$ cat src/rtl/fpu_pkg.sv
// Shared binary32 field widths, FSM states and the result packer used by the
// reciprocal unit and its mantissa divider.
package fpu_pkg;

  localparam int EXP_W = 8;
  localparam int MAN_W = 23;
  localparam int BIAS  = 127;

  localparam logic [EXP_W-1:0] EXP_MAX = 8'hFF;

  typedef enum logic [1:0] {
    IDLE,
    DIV,
    ROUND,
    DONE
  } state_t;

  function automatic logic [EXP_W+MAN_W:0] pack_fp(
    input logic             s,
    input logic [EXP_W-1:0] e,
    input logic [MAN_W-1:0] m
  );
    return {s, e, m};
  endfunction

endpackage

$ cat src/rtl/finv_mant_div.sv
// Restoring divider producing floor(2^48 / D) one quotient bit per cycle,
// with a sticky flag from the final remainder.
module finv_mant_div
  import fpu_pkg::*;
(
  input  logic             clk,
  input  logic             rstn,
  input  logic             start,
  input  logic [MAN_W:0]   d,
  output logic [MAN_W+1:0] q,
  output logic             sticky,
  output logic             done
);

  // Remainder stays below 2*D before the shift, so two spare bits suffice.
  localparam int REM_W = MAN_W + 3;

  logic [REM_W-1:0] rem_reg;
  logic [REM_W-1:0] rem_sel;
  logic [MAN_W:0]   d_reg;
  logic [MAN_W+1:0] q_reg;
  logic [4:0]       cnt_reg;
  logic             busy_reg;
  logic             bit_next;

  always_comb begin
    bit_next = (rem_reg >= {2'b00, d_reg});
    rem_sel  = bit_next ? (rem_reg - {2'b00, d_reg}) : rem_reg;
  end

  always_ff @(posedge clk or negedge rstn) begin
    if (!rstn) begin
      rem_reg  <= '0;
      d_reg    <= '0;
      q_reg    <= '0;
      cnt_reg  <= '0;
      busy_reg <= 1'b0;
    end else if (start) begin
      rem_reg  <= REM_W'(1) << (MAN_W + 1);
      d_reg    <= d;
      q_reg    <= '0;
      cnt_reg  <= 5'(MAN_W + 1);
      busy_reg <= 1'b1;
    end else if (busy_reg) begin
      rem_reg <= rem_sel << 1;
      q_reg   <= {q_reg[MAN_W:0], bit_next};
      if (cnt_reg == 5'd0) begin
        busy_reg <= 1'b0;
      end else begin
        cnt_reg <= cnt_reg - 5'd1;
      end
    end
  end

  assign q      = q_reg;
  assign sticky = |rem_reg;
  assign done   = busy_reg && (cnt_reg == 5'd0);

endmodule

$ cat src/rtl/finv_iter.sv
// Multi-cycle binary32 reciprocal y = 1/x with valid/ready handshake, divide-by-zero
// flag on zero/denormal input and flush-to-zero of results below the normal range.
module finv_iter
  import fpu_pkg::*;
(
  input  logic        clk,
  input  logic        rstn,
  input  logic        in_valid,
  output logic        in_ready,
  input  logic [31:0] x,
  output logic        out_valid,
  input  logic        out_ready,
  output logic [31:0] y,
  output logic        ovf
);

  state_t state_reg, state_next;

  logic             in_ready_reg;
  logic             out_valid_reg;
  logic             ovf_reg;
  logic [31:0]      y_reg;
  logic             s_reg;
  logic [EXP_W-1:0] e_reg;

  logic             x_s;
  logic [EXP_W-1:0] x_e;
  logic [MAN_W-1:0] x_m;
  logic             accept;
  logic             general;
  logic [31:0]      spec_y;
  logic             spec_ovf;

  logic [MAN_W+1:0] q;
  logic             sticky;
  logic             div_done;
  logic             inc;
  logic [MAN_W:0]   man_sum;
  logic             carry;
  logic [9:0]       exp_rnd;
  logic [31:0]      rnd_y;

  assign x_s     = x[31];
  assign x_e     = x[30:23];
  assign x_m     = x[22:0];
  assign accept  = in_valid && in_ready_reg;
  assign general = (x_e != '0) && (x_e != EXP_MAX) && (x_m != '0);

  always_comb begin
    spec_ovf = 1'b0;
    spec_y   = pack_fp(x_s, '0, '0);
    if (x_e == '0) begin
      spec_y   = pack_fp(x_s, EXP_MAX, '0);
      spec_ovf = 1'b1;
    end else if (x_e != EXP_MAX) begin
      // Power of two: exact result, exponent field 254-e (0 at e=254 flushes).
      spec_y = pack_fp(x_s, EXP_W'(2 * BIAS) - x_e, '0);
    end
  end

  finv_mant_div u_div (
    .clk    (clk),
    .rstn   (rstn),
    .start  (accept && general),
    .d      ({1'b1, x_m}),
    .q      (q),
    .sticky (sticky),
    .done   (div_done)
  );

  always_comb begin
    inc     = q[0] && (sticky || q[1]);
    man_sum = {1'b0, q[MAN_W:1]} + {{MAN_W{1'b0}}, inc};
    // Overflow past the hidden bit renormalises to mantissa 0, exponent + 1.
    carry   = q[MAN_W+1] && man_sum[MAN_W];
    exp_rnd = 10'(2 * BIAS - 1) - {2'b00, e_reg} + {9'd0, carry};
    if (exp_rnd[9] || (exp_rnd[8:0] == 9'd0)) begin
      rnd_y = pack_fp(s_reg, '0, '0);
    end else begin
      rnd_y = pack_fp(s_reg, exp_rnd[7:0], man_sum[MAN_W-1:0]);
    end
  end

  always_comb begin
    state_next = state_reg;
    case (state_reg)
      IDLE:    if (accept) state_next = general ? DIV : DONE;
      DIV:     if (div_done) state_next = ROUND;
      ROUND:   state_next = DONE;
      DONE:    if (out_valid_reg && out_ready) state_next = IDLE;
      default: state_next = IDLE;
    endcase
  end

  always_ff @(posedge clk or negedge rstn) begin
    if (!rstn) begin
      state_reg     <= IDLE;
      in_ready_reg  <= 1'b0;
      out_valid_reg <= 1'b0;
      y_reg         <= '0;
      ovf_reg       <= 1'b0;
      s_reg         <= 1'b0;
      e_reg         <= '0;
    end else begin
      state_reg     <= state_next;
      in_ready_reg  <= (state_next == IDLE);
      out_valid_reg <= (state_reg == DONE) && !(out_valid_reg && out_ready);
      if (accept) begin
        s_reg <= x_s;
        e_reg <= x_e;
        if (!general) begin
          y_reg   <= spec_y;
          ovf_reg <= spec_ovf;
        end
      end else if (state_reg == ROUND) begin
        y_reg   <= rnd_y;
        ovf_reg <= 1'b0;
      end
    end
  end

  assign in_ready  = in_ready_reg;
  assign out_valid = out_valid_reg;
  assign y         = y_reg;
  assign ovf       = ovf_reg;

endmodule

$ cat config.mk
export PLATFORM = sky130hd
export DESIGN_NAME = finv_iter
export DESIGN_NICKNAME = d
export VERILOG_FILES = /design/src/rtl/fpu_pkg.sv /design/src/rtl/finv_mant_div.sv /design/src/rtl/finv_iter.sv
export SDC_FILE = /design/constraint.sdc
export NUM_CORES = 1
export LEC_CHECK = 0
export ABC_CLOCK_PERIOD_IN_PS = 6500
export CAP_MARGIN = 30
export CORE_ASPECT_RATIO = 2
export CORE_MARGIN = 1
export CORE_UTILIZATION = 50
export CTS_BUF_LIST = sky130_fd_sc_hd__clkbuf_4 sky130_fd_sc_hd__clkbuf_8 sky130_fd_sc_hd__clkbuf_16
export CTS_CLUSTER_SIZE = 10
export DETAILED_ROUTE_END_ITERATION = 12
export DONT_BUFFER_PORTS = 1
export GPL_TIMING_DRIVEN = 0
export SETUP_SLACK_MARGIN = 0.1
export SLEW_MARGIN = 20
export SYNTH_ARGS = -nofsm -noshare
export SYNTH_HDL_FRONTEND = slang
export SYNTH_SLANG_ARGS = --single-unit
$ cat constraint.sdc
create_clock -name clk -period 6.5 [get_ports clk]
set_clock_uncertainty 0.05 [all_clocks]
set_input_delay 0.65 -clock clk [delete_from_list [all_inputs] [get_ports clk]]
set_output_delay 0.65 -clock clk [all_outputs]
set_load 0.02 [all_outputs]
---- After elaboration in Yosys (flattened, before gate mapping) ----
Cells that the tools add are included.
storage, ports and cells
  output and inout port bits .............. 35
  input bits .............................. 36
  register bits after elaboration ......... 127
  logic and storage cells ................. 75
operators by class
  muxes and demuxes ....................... 26
  $add $sub $neg .......................... 6
  reduce and logical (&&, ||, !) cells .... 24
  equality and inequality tests ........... 6
  magnitude comparators ................... 1
operators with widths
  cell                 count
  $mux 32              3
  $mux 31              3
  $mux 25              3
  $mux 26              2
  $ge 26x24->1         1
  $reduce_or 26->1     1
  $sub 25x24->25       1
  $add 23x1->24        1
  $reduce_bool 23->1   1
  $mux 5               3
  $add 9x2->10         1
  $logic_and 1x1->1    9
  $logic_not 9->1      1
  $sub 8x8->9 const A  1
  $logic_not 8->1      1
  $mux 2               4
  $ne 8x8->1 const B   1
  $pmux 2 s4           1
  $reduce_bool 8->1    1
  $sub 8x8->8 const A  1
  $mux 1               7
  $logic_not 5->1      1
  $sub 5x1->5 const B  1
  $eq 2x2->1 const B   2
  other kinds (8)      12

---- Depth between registers and ports, before layout ----
Gate-level depths: netlist (run 1).
  depth in word-level cells ............... 11
  gate-level depth with buffers ........... 17
  gate-level depth less buffers ........... 15

---- Hierarchy ----
From an unflattened synthesis (run 1), not the netlist that was laid out.
unflattened totals
  cells, all modules ...................... 886
  area, all modules ....................... 8116.5 µm²
by module, submodules not included
  module         area an instance (µm²)  cells an instance  sequential area each (µm²)  times used
  finv_mant_div  5076.1                  571                2001.9                      1
  finv_iter      3040.4                  315                1151.1                      1

---- Least setup slack after synthesis (run 1) ----
Ideal clock, no wire load.
  path kind ............................... register to register
  start ................................... register u_div.q_reg[3], in the netlist u_div.q[3]
  end ..................................... register y_reg[10], in the netlist y[10]
  data required time ...................... 6317 ps
  library setup time ...................... 133 ps
  stages on the path, launching flop included .. 18
  setup slack ............................. 3132 ps
  arrival ................................. 3185 ps
  period minus slack after synthesis ...... 3368 ps
  buffers on the path ..................... 2
  path through ............................ dfrtp_1 -> nand4_1 -> nor2_1 -> and3_1 -> and3_1 -> clkbuf_1 -> nand3_1 -> nor3_1 -> ha_1 -> ha_1 -> nor2b_1 -> o21ai_0 -> xnor2_1 -> nand4b_1 -> a21o_1 -> nand2_1 -> clkbuf_1 -> o21ai_0
on the way
  word-level cells in the longest chain between the ends .. 8
RTL lines
  what                    RTL line             source
  start, declared         finv_mant_div.sv:21  logic [MAN_W+1:0] q_reg;
  start signal, assigned  finv_mant_div.sv:46  q_reg <= {q_reg[MAN_W:0], bit_next};
  $add 23x1->24 *         finv_iter.sv:73      man_sum = {1'b0, q[MAN_W:1]} + {{MAN_W{1'b0}}, inc};
  $logic_and 1x1->1       finv_iter.sv:75      carry = q[MAN_W+1] && man_sum[MAN_W];
  $add 9x2->10            finv_iter.sv:76      exp_rnd = 10'(2 * BIAS - 1) - {2'b00, e_reg} + {9'd0, carry};
  $logic_not 9->1         finv_iter.sv:77      if (exp_rnd[9] || (exp_rnd[8:0] == 9'd0)) begin
  $logic_or 1x1->1        finv_iter.sv:77
  $mux 31 *               finv_iter.sv:77
  $mux 32 *               finv_iter.sv:115     end else if (state_reg == ROUND) begin
  $mux 32 *               finv_iter.sv:108     if (accept) begin
  end signal, assigned    finv_iter.sv:112     y_reg <= spec_y;
  end signal, assigned    finv_iter.sv:116     y_reg <= rnd_y;
  end, declared           finv_iter.sv:22      logic [31:0] y_reg;
Every way passes the cells marked *; elsewhere a longest branch is shown, timed or not. The select of a mux whose other input is x is not followed.
A chain may end at the register's enable or synchronous reset.

---- Worst setup path after layout (run 1) ----
  start ................................... register u_div.q_reg[0], in the netlist u_div.q[0]
  end ..................................... register y_reg[15], in the netlist y[15]
on the way
  word-level cells in the longest chain between the ends .. 9
RTL lines
  what                 RTL line          source
  $logic_and 1x1->1 *  finv_iter.sv:72   inc = q[0] && (sticky || q[1]);
  $add 23x1->24 *      finv_iter.sv:73
  $logic_and 1x1->1    finv_iter.sv:75
  $add 9x2->10         finv_iter.sv:76
  $logic_not 9->1      finv_iter.sv:77
  $logic_or 1x1->1     finv_iter.sv:77
  $mux 31 *            finv_iter.sv:77
  $mux 32 *            finv_iter.sv:115
  $mux 32 *            finv_iter.sv:108
Marks and branches as above.

==> results_dict.tcl, run 1 <==
set metrics [dict create \
    cts_buffers 17 \
    insertion_delay_ns 0.42 \
    finalCritPeriodShare_pct 66.84 \
    synth.cell_area_um2 7402 \
    drc_errors 0 \
    grt_usage_pct 28.78 \
    setup_viol 0 \
    post_cts_resized 0 \
    cp_cell_sequence "nand4_1 -> nor2_1 -> and3_1 -> and3_1 -> clkbuf_1 -> nand3_1 -> nor3_1 -> ha_1 -> ha_1 -> nor2b_1 -> o21ai_0 -> xnor2_1 -> nand4b_1 -> a21o_1 -> nand2_1 -> clkbuf_1 -> o21ai_0" \
    largest_reg_flops 32 \
    grt_pass1_wl_um 32890 \
    placed_cell_area_um2 7647 \
    p_int_mw 2.994 \
    h-tree-depth 4 \
    max_stage_delay_ns 0.45 \
    rsz0062_at_grt "false" \
    drv_slew 0 \
    required_ns 6.74 \
    hold_ws_ns 0.08053 \
    drt-total-wl_um 20620 \
    initial_core_util_pct 51.30 \
    dr.pass1.iters 5 \
    p_sw_mw 2.469 \
    fp.dieW_um 88.04 \
    seq_power_share_pct 29.3 \
    crit_path_top_delay_cell "dfrtp_1" \
    cap_violations 0 \
    ys.flop_type "dfrtp_1" \
    fillers 1343 \
    outcome "finished clean" \
    hpwl_um 15700 \
    grt_overflow_total 0 \
    final_common_cell "dfrtp_1" \
    cts_buffer_depth 2 \
    cp-end-kind "flop" \
    grt_pass1_vias 6389 \
    synth_area_leaders "dfrtp_1, nand2_1, ha_1, nor2_1, o21ai_0" \
    portBuffers 0 \
    p_leak_nw 3.745 \
    drtIter0Drc 267 \
    ant_nets 0 \
    die_area_um2 15320 \
    cts_setup_buffers 0 \
    fin_tns_setup_ns 0 \
    clockRootBuffer "clkbuf_16" \
    worstSetupPathType "flop to flop" \
    wl_per_cell_um 19.45 \
    worst_setup_path_start_kind "flop" \
    yosysSeqAreaShare_pct 42.60 \
    via_count 6246 \
    gp_congestion 0.9601 \
    synth_fp_nets 901 \
    min_period_ns 4.345 \
    cts_tree "done" \
    hp-class "input pin to asynchronous set/reset pin" \
    drive_gt1_share_pct 7.258 \
    hold_violations 0 \
    die_h_um 174.1 \
    diodes 0 \
    clockPowerShare_pct 19.1 \
    avgSynthCellArea_um2 8.886 \
    p_sw_share_pct 45.20 \
    synth-edff-count 0 \
    path_clk_slew_ns 0.06 \
    final_cell_mix "dfrtp_1, nand2_1, nor2_1" \
    rows 62 \
    synth-seq-cells 126 \
    worstMarginPinSlew_ns 0.7555 \
    num_io_pins 71 \
    p_per_area_nw_per_um2 655.9 \
    worstPathArrival_ns 4.58 \
    fin_area_um2 8329 \
    grt_max_degree 127 \
    synthToLayoutAreaGrowth_pct 12.53 \
    nets 923 \
    yosys.area.top_type "dfrtp_1" \
    ir_drop_uv 341.5 \
    syn_inst 833 \
    p_comb_share_pct 51.6 \
    netlist.area_leader.share_pct 42.60 \
    yosysWarningCount 0 \
    fmax_mhz 230.2 \
    via_per_inst 5.892 \
    maxSlewHeadroom_pct 49.64 \
    core_area_um2 14430 \
    crit_fanout 10 \
    antenna_found_initial 0 \
    cts_sinks 126 \
    yosysUniqueCellTypes 62 \
    async_flop_share_pct 100.0 \
]
-- path summary, 6_finish.rpt --
path / start / endpoint / slack, ns / depth (start not counted)
max in group asynchronous: rstn / u_div.rem_reg[6] / 5.73 / 1
setup / recovery: u_div.q[0] / y[15] / 2.16 / 17
hold / removal: rstn / ovf / 0.08 / 1
min in group clk: x[2] / u_div.d_reg[2] / 0.29 / 2
hold reg to reg: u_div.d_reg[23] / u_div.d_reg[23] / 0.41 / 2
setup reg to reg: u_div.q[0] / y[15] / 2.16 / 17
-- metrics by stage --
step           setup slack (ns)  util (%)  total power, mW  std cells
2_1_floorplan             3.132         -            3.674        833
3_3_place_gp              2.161     52.97            4.304       1025
3_5_place_dp              2.127     53.00            4.377       1026
4_1_cts                   2.106     57.69            5.464       1059
5_1_grt                   1.704     57.73            5.863       1060
6_report                  2.155     57.73            5.463       1060
-- cells in the mapped netlist (2+ instances only) --
cell type	n
a2111oi_0	3
a211oi_1	8
a21o_1	11
a21oi_1	34
a221oi_1	6
a22oi_1	6
a2bb2oi_1	2
a311oi_1	14
a31oi_1	5
and2_1	5
and3_1	16
buf_1	3
buf_2	4
buf_4	4
clkbuf_1	30
dfrtp_1	126
ha_1	31
inv_1	40
mux2_2	10
mux2i_1	26
nand2_1	108
nand2b_1	2
nand3_1	24
nand4_1	12
nor2_1	96
nor2b_1	6
nor3_1	14
nor3b_1	3
nor4_1	13
o211ai_1	8
o21a_1	2
o21ai_0	69
o21ai_1	4
o31ai_1	2
or3_1	5
xnor2_1	31
xor2_1	25
-- critical path, delay by kind of cell (launching register included) --
kind	cells	cell delay, ns
and+or+nand+nor	9	1.83
adders and majority gates	2	0.60
buffers and inverters	2	0.54
AOI/OAI and AO/OA	3	0.53
DFF	1	0.45
xor gates and xnor gates	1	0.20
-- area by class of cell --
| cell class | count | area [um^2] | area share (%) |
|---|---|---|---|
| clock buffer | 20 | 466.7 | 5.603 |
| tap | 192 | 240.2 | 2.884 |
| clock inverter | 12 | 182.7 | 2.193 |
| buffer | 42 | 185.2 | 2.223 |
| multi-input combinational | 625 | 3914 | 46.99 |
| sequential | 126 | 3153 | 37.85 |
| timing repair buffer | 3 | 37.54 | 0.4507 |
| inverter | 40 | 150.1 | 1.803 |
-- timing repair --
action / CTS / global route
endpoints found under the setup margin: 0 / 0
hold buffers: 1 / 0
hold endpoints to repair: 126 / 0
-- power by group through the flow --
stage	Clock [mW]	Combinational (mW)	Sequential, mW
after detailed placement	0	2.76	1.61
after global routing	1.10	3.12	1.65
after floorplan	0	2.17	1.51
final	1.04	2.82	1.60
after global placement	0	2.70	1.60
after CTS	1.06	2.81	1.60
-- cells by family (layout without fill, tap and decap cells) --
group,after synthesis,after routing,share of synthesized area [%]
flops,126,126,42.60
xor+xnor,56,56,6.626
simple gates,313,313,19.37
mux,37,37,5.189
fa+ha+maj,32,32,5.510
compound gates,187,187,16.18
buf+inv,82,117,4.530
-- per-layer routing --
layer	up-vias	global-route usage, %	wire length, um
li1	2970	-	-
met1	3059	27.84	7140
met2	157	54.36	11750
met3	60	4.368	576
met4	0	17.67	1150
met5	-	0	0
Note: power is estimated with default switching activity, not from simulation.
==> run 2, diff against run 1 <==
- ABC_CLOCK_PERIOD_IN_PS: 6500 -> 4010
- clock period: 6.5 -> 4.01 ns (I/O delays scaled with it)
==> run 2 against run 1 <==
Net effect: die area did not move; flip-flop and latch count did not move; wire length rose by 0.35%; global-route usage up 0.098 points; highest routed layer unchanged.
==> results_dict.tcl, run 2 (synthesis results as in run 1) <==
set metrics [dict create \
    rows 62 \
    cts_buffers 17 \
    worstPathArrival_ns 3.85 \
    cp_cell_sequence "nand4_1 -> nor2_2 -> and3_1 -> and3_1 -> clkbuf_2 -> nand3_2 -> nor3_4 -> ha_2 -> ha_1 -> nor2b_1 -> o21ai_1 -> xnor2_1 -> nand4b_1 -> a21o_1 -> nand2_1 -> clkbuf_4 -> o21ai_0" \
    grt_pass1_vias 6410 \
    portBuffers 0 \
    fillers 1347 \
    final_common_cell "dfrtp_1" \
    p_per_area_nw_per_um2 1058 \
    hold_ws_ns 0.04465 \
    ir_drop_uv 554.7 \
    largest_reg_flops 32 \
    insertion_delay_ns 0.42 \
    worstSetupPathType "flop to flop" \
    ant_nets 0 \
    num_io_pins 71 \
    outcome "finished clean" \
    rrSetupSlack_ns 0.40 \
    wl_per_cell_um 19.44 \
    h-tree-depth 4 \
    placed_cell_area_um2 7647 \
    fmax_mhz 277.1 \
    nets 927 \
    drv_slew 0 \
    gp_congestion 0.9601 \
    die_h_um 174.1 \
    diodes 0 \
    clockRootBuffer "clkbuf_16" \
    required_ns 4.25 \
    min_period_ns 3.609 \
    fp.dieW_um 88.04 \
    maxSlewHeadroom_pct 49.22 \
    hpwl_um 15700 \
    grt_pass1_wl_um 33010 \
    hp-class "input pin to flop" \
    final_cell_mix "dfrtp_1, nand2_1, nor2_1" \
    p_leak_nw 3.787 \
    finalPower_mw 8.881 \
    cp_common_cell "and3_1" \
    hold_violations 0 \
    cts_buffer_depth 2 \
    grt_usage_pct 28.88 \
    synthToLayoutAreaGrowth_pct 13.44 \
    cts_tree "done" \
    finalCritPeriodShare_pct 90.00 \
    cp-end-kind "flop" \
    max_stage_delay_ns 0.42 \
    place_inst 1026 \
    drive_gt1_share_pct 8.601 \
    drt-total-wl_um 20690 \
    via_per_inst 5.868 \
    cap_violations 0 \
    antenna_found_initial 0 \
    core_area_um2 14430 \
    path_clk_slew_ns 0.06 \
    crit_path_top_delay_cell "dfrtp_2" \
    worst_setup_path_start_kind "flop" \
    worstMarginPinSlew_ns 0.7616 \
    initial_core_util_pct 51.30 \
    via_count 6244 \
    die_area_um2 15320 \
    grt_overflow_total 0 \
    fin_cells 1064 \
    grt_max_degree 127 \
    drtIter0Drc 253 \
    fin_area_um2 8397 \
    crit_fanout 10 \
    drc_errors 0 \
    cts_sinks 126 \
    setup_viol 0 \
    rsz0062_at_grt "false" \
    dr.pass1.iters 5 \
]
[run 2: worst paths after layout]
| check | cells after the start | to | from |
|---|---|---|---|
| worst max-delay path | 17 | y[15] | u_div.q[0] |
| worst min register to register | 2 | u_div.d_reg[23] | u_div.d_reg[23] |
| worst min-delay path | 2 | u_div.d_reg[2] | x[2] |
| max in group asynchronous | 2 | u_div.q[0] | rstn |
| worst max register to register | 17 | y[15] | u_div.q[0] |
| min in group asynchronous | 2 | ovf | rstn |
[run 2: metrics by stage]
step / util, % / setup slack (ns) / TNS [ns]
5_1_grt: 58.19 / 0.1136 / 0
4_1_cts: 57.89 / 0.1656 / 0
6_report: 58.19 / 0.4008 / 0
3_3_place_gp: 52.97 / -0.3288 / -6.075
3_5_place_dp: 53.00 / -0.3626 / -6.605
2_1_floorplan: - / 0.6417 / 0
[run 2: what timing repair did]
action	in CTS	in global routing
pin swaps	2	3
hold buffers	2	0
gates resized for setup	5	10
setup buffers	1	2
endpoints found under the hold margin	126	0
endpoints found under the setup margin	24	20
[run 2: power breakdown]
part	switching (mW)	internal, mW	leakage [nW]
Combinational	2.69	1.90	1.91
Sequential	0.714	1.89	1.57
Clock	0.602	1.09	0.309
[run 2: area by class of cell]
cell class	instances	area, um^2	share of cell area (%)
tap	192	240.2	2.861
clock inverter	12	182.7	2.176
buffer	42	193.9	2.310
clock buffer	20	466.7	5.558
timing repair buffer	7	70.07	0.8345
sequential	126	3154	37.57
multi-input combinational	625	3939	46.91
inverter	40	150.1	1.788
[run 2: critical path: cells and delay by family, from the launching register on]
kind	cells	cell delay (ns)
AO/OA/AOI/OAI	3	0.42
XOR/XNOR	1	0.16
adder cells (fa/ha/maj)	2	0.42
AND/OR/NAND/NOR	9	1.64
buffers and inverters	2	0.38
flip-flops	1	0.42
[run 2: layer usage]
metal / GRT usage, % / part of all wire (%)
met5: 0 / 0
met2: 54.72 / 57
met1: 27.90 / 34
met3: 4.321 / 3.1
met4: 17.54 / 5.6
==> run 3, diff against run 2 <==
- CORE_ASPECT_RATIO: 2 -> not set
==> run 3 against run 2 <==
Net effect: clock-buffer cell count fell by 3; core utilization is 0.77 points lower; hold slack gained 0.0068 ns; wire length down 12%; maximum frequency rose by 0.31%; design area down 0.98%; non-clock buffer count decreased by 1; worst setup slack improved by 0.011 ns; via count down 3.0%; critical path depth is the same; sequential power barely moved; critical path type unchanged; critical endpoint is now y[14]; largest cell class unchanged; largest power group unchanged.
==> results_dict.tcl, run 3 (synthesis results as in run 1) <==
set metrics [dict create \
    worst_setup_path_start_kind "flop" \
    clockRootBuffer "clkbuf_16" \
    rows 44 \
    final_cell_mix "dfrtp_1, nand2_1, nor2_1" \
    cts_sinks 126 \
    num_io_pins 71 \
    core_area_um2 14480 \
    via_per_inst 5.740 \
    worstPathArrival_ns 3.85 \
    path_clk_slew_ns 0.06 \
    cp-end-kind "flop" \
    initial_core_util_pct 51.12 \
    drc_errors 0 \
    portBuffers 0 \
    fp.dieW_um 123.7 \
    die_h_um 123.7 \
    dr.pass1.iters 5 \
    insertion_delay_ns 0.42 \
    p_leak_nw 3.747 \
    hp-class "input pin to flop" \
    required_ns 4.26 \
    via_count 6056 \
    drtIter0Drc 443 \
    grt_overflow_total 0 \
    finalCritPeriodShare_pct 89.72 \
    worstMarginPinSlew_ns 0.9379 \
    setup_viol 0 \
    maxSlewHeadroom_pct 36.99 \
    synthToLayoutAreaGrowth_pct 12.32 \
    fillers 1312 \
    grt_pass1_vias 5898 \
    drv_slew 0 \
    hpwl_um 13450 \
    grt_usage_pct 25.33 \
    cap_violations 0 \
    utilization_pct 57.42 \
    rsz0062_at_grt "false" \
    fmax_mhz 277.9 \
    min_period_ns 3.598 \
    drive_gt1_share_pct 8.266 \
    p_per_area_nw_per_um2 1031 \
    wl_per_cell_um 17.20 \
    cts_tree "done" \
    ant_nets 0 \
    grt_max_degree 127 \
    drt-total-wl_um 18150 \
    nets 926 \
    antenna_found_initial 0 \
    cts_buffer_depth 2 \
    fin_tns_setup_ns 0 \
    h-tree-depth 4 \
    grt_pass1_wl_um 29300 \
    cp_cell_sequence "nand4_1 -> nor2_2 -> and3_2 -> and3_1 -> clkbuf_2 -> nand3_1 -> nor3_4 -> ha_4 -> nand3_1 -> a21oi_1 -> a22oi_1 -> xnor2_1 -> nand4b_1 -> a21o_1 -> nand2_1 -> clkbuf_4 -> o21ai_0" \
    final_common_cell "dfrtp_1" \
    ir_drop_uv 435.5 \
    diodes 0 \
    outcome "finished clean" \
    cp_common_cell "nand3_1" \
    cts_buffers 17 \
    worstSetupPathType "flop to flop" \
    die_area_um2 15290 \
    largest_reg_flops 32 \
    max_stage_delay_ns 0.41 \
    hold_violations 0 \
    crit_fanout 10 \
    crit_path_top_delay_cell "dfrtp_1" \
    gp_congestion 0.9128 \
]
==> run 3: changes by cell type in the layout (fill, tap and decap cells not counted), sizes merged <==
cell and change:
clkbuf -4, clkinv -2, bufinv -3, clkinvlp +1
inv +7
==> run 3: worst paths after layout <==
| kind | slack (ns) | start | end | cells after the start |
|---|---|---|---|---|
| worst max-delay path | 0.41 | u_div.q[1] | y[14] | 17 |
| worst min-delay path | 0.05 | x[4] | u_div.d_reg[4] | 2 |
| worst max register to register | 0.41 | u_div.q[1] | y[14] | 17 |
| min in group asynchronous | 0.54 | rstn | y[29] | 2 |
| max in group asynchronous | 2.86 | rstn | u_div.d_reg[17] | 2 |
| worst min register to register | 0.40 | u_div.d_reg[23] | u_div.d_reg[23] | 2 |
==> run 3: where the power goes <==
group / internal [mW] / switching, mW
Clock: 0.873 / 0.633
Combinational: 1.90 / 2.57
Sequential: 1.88 / 0.710
==> run 3: what timing repair did <==
item | CTS | global route
hold buffers | 2 | 0
gates resized for setup | 5 | 9
endpoints found under the hold margin | 126 | 0
pin swaps | 1 | 2
endpoints found under the setup margin | 20 | 23
buffers inserted | 0 | 4
==> run 3: area by class of cell <==
class	count	area, um^2	area share [%]
clock buffer	17	425.4	5.117
buffer	42	193.9	2.333
timing repair buffer	6	67.56	0.8126
clock inverter	15	152.6	1.836
tap	184	230.2	2.769
sequential	126	3153	37.92
multi-input combinational	625	3941	47.40
inverter	40	150.1	1.806
==> run 3: worst max-delay path, delay by kind of cell, from the launching register on <==
kind / cells / cell delay, ns
simple gates: 9 / 1.54
compound gates: 4 / 0.65
flops: 1 / 0.41
buf+inv: 2 / 0.38
xor+xnor: 1 / 0.23
fa+ha+maj: 1 / 0.21
==> run 3: metrics by stage <==
| stage | setup WS, ns | cells | area (um^2) | power (mW) | hold WS [ns] |
|---|---|---|---|---|---|
| floorplan | 0.6417 | 833 | 7402 | 5.955 | 0.05541 |
| global placement | -0.1831 | 1017 | 7632 | 6.847 | 0.05842 |
| detailed placement | -0.2715 | 1017 | 7632 | 6.970 | 0.05861 |
| CTS | 0.1229 | 1051 | 8259 | 8.545 | 0.03539 |
| global route | 0.1052 | 1055 | 8314 | 9.273 | 0.04174 |
| finish | 0.4121 | 1055 | 8314 | 8.574 | 0.05149 |
==> run 3: metal layers <==
layer / part of all wire [%] / vias to the layer above / global-route usage [%]
met1: 46 / 2876 / 32.36
met3: 4.0 / 38 / 4.487
met5: 0 / - / 0
met2: 47 / 161 / 41.60
met4: 3.0 / 0 / 11.75
li1: - / 2981 / -
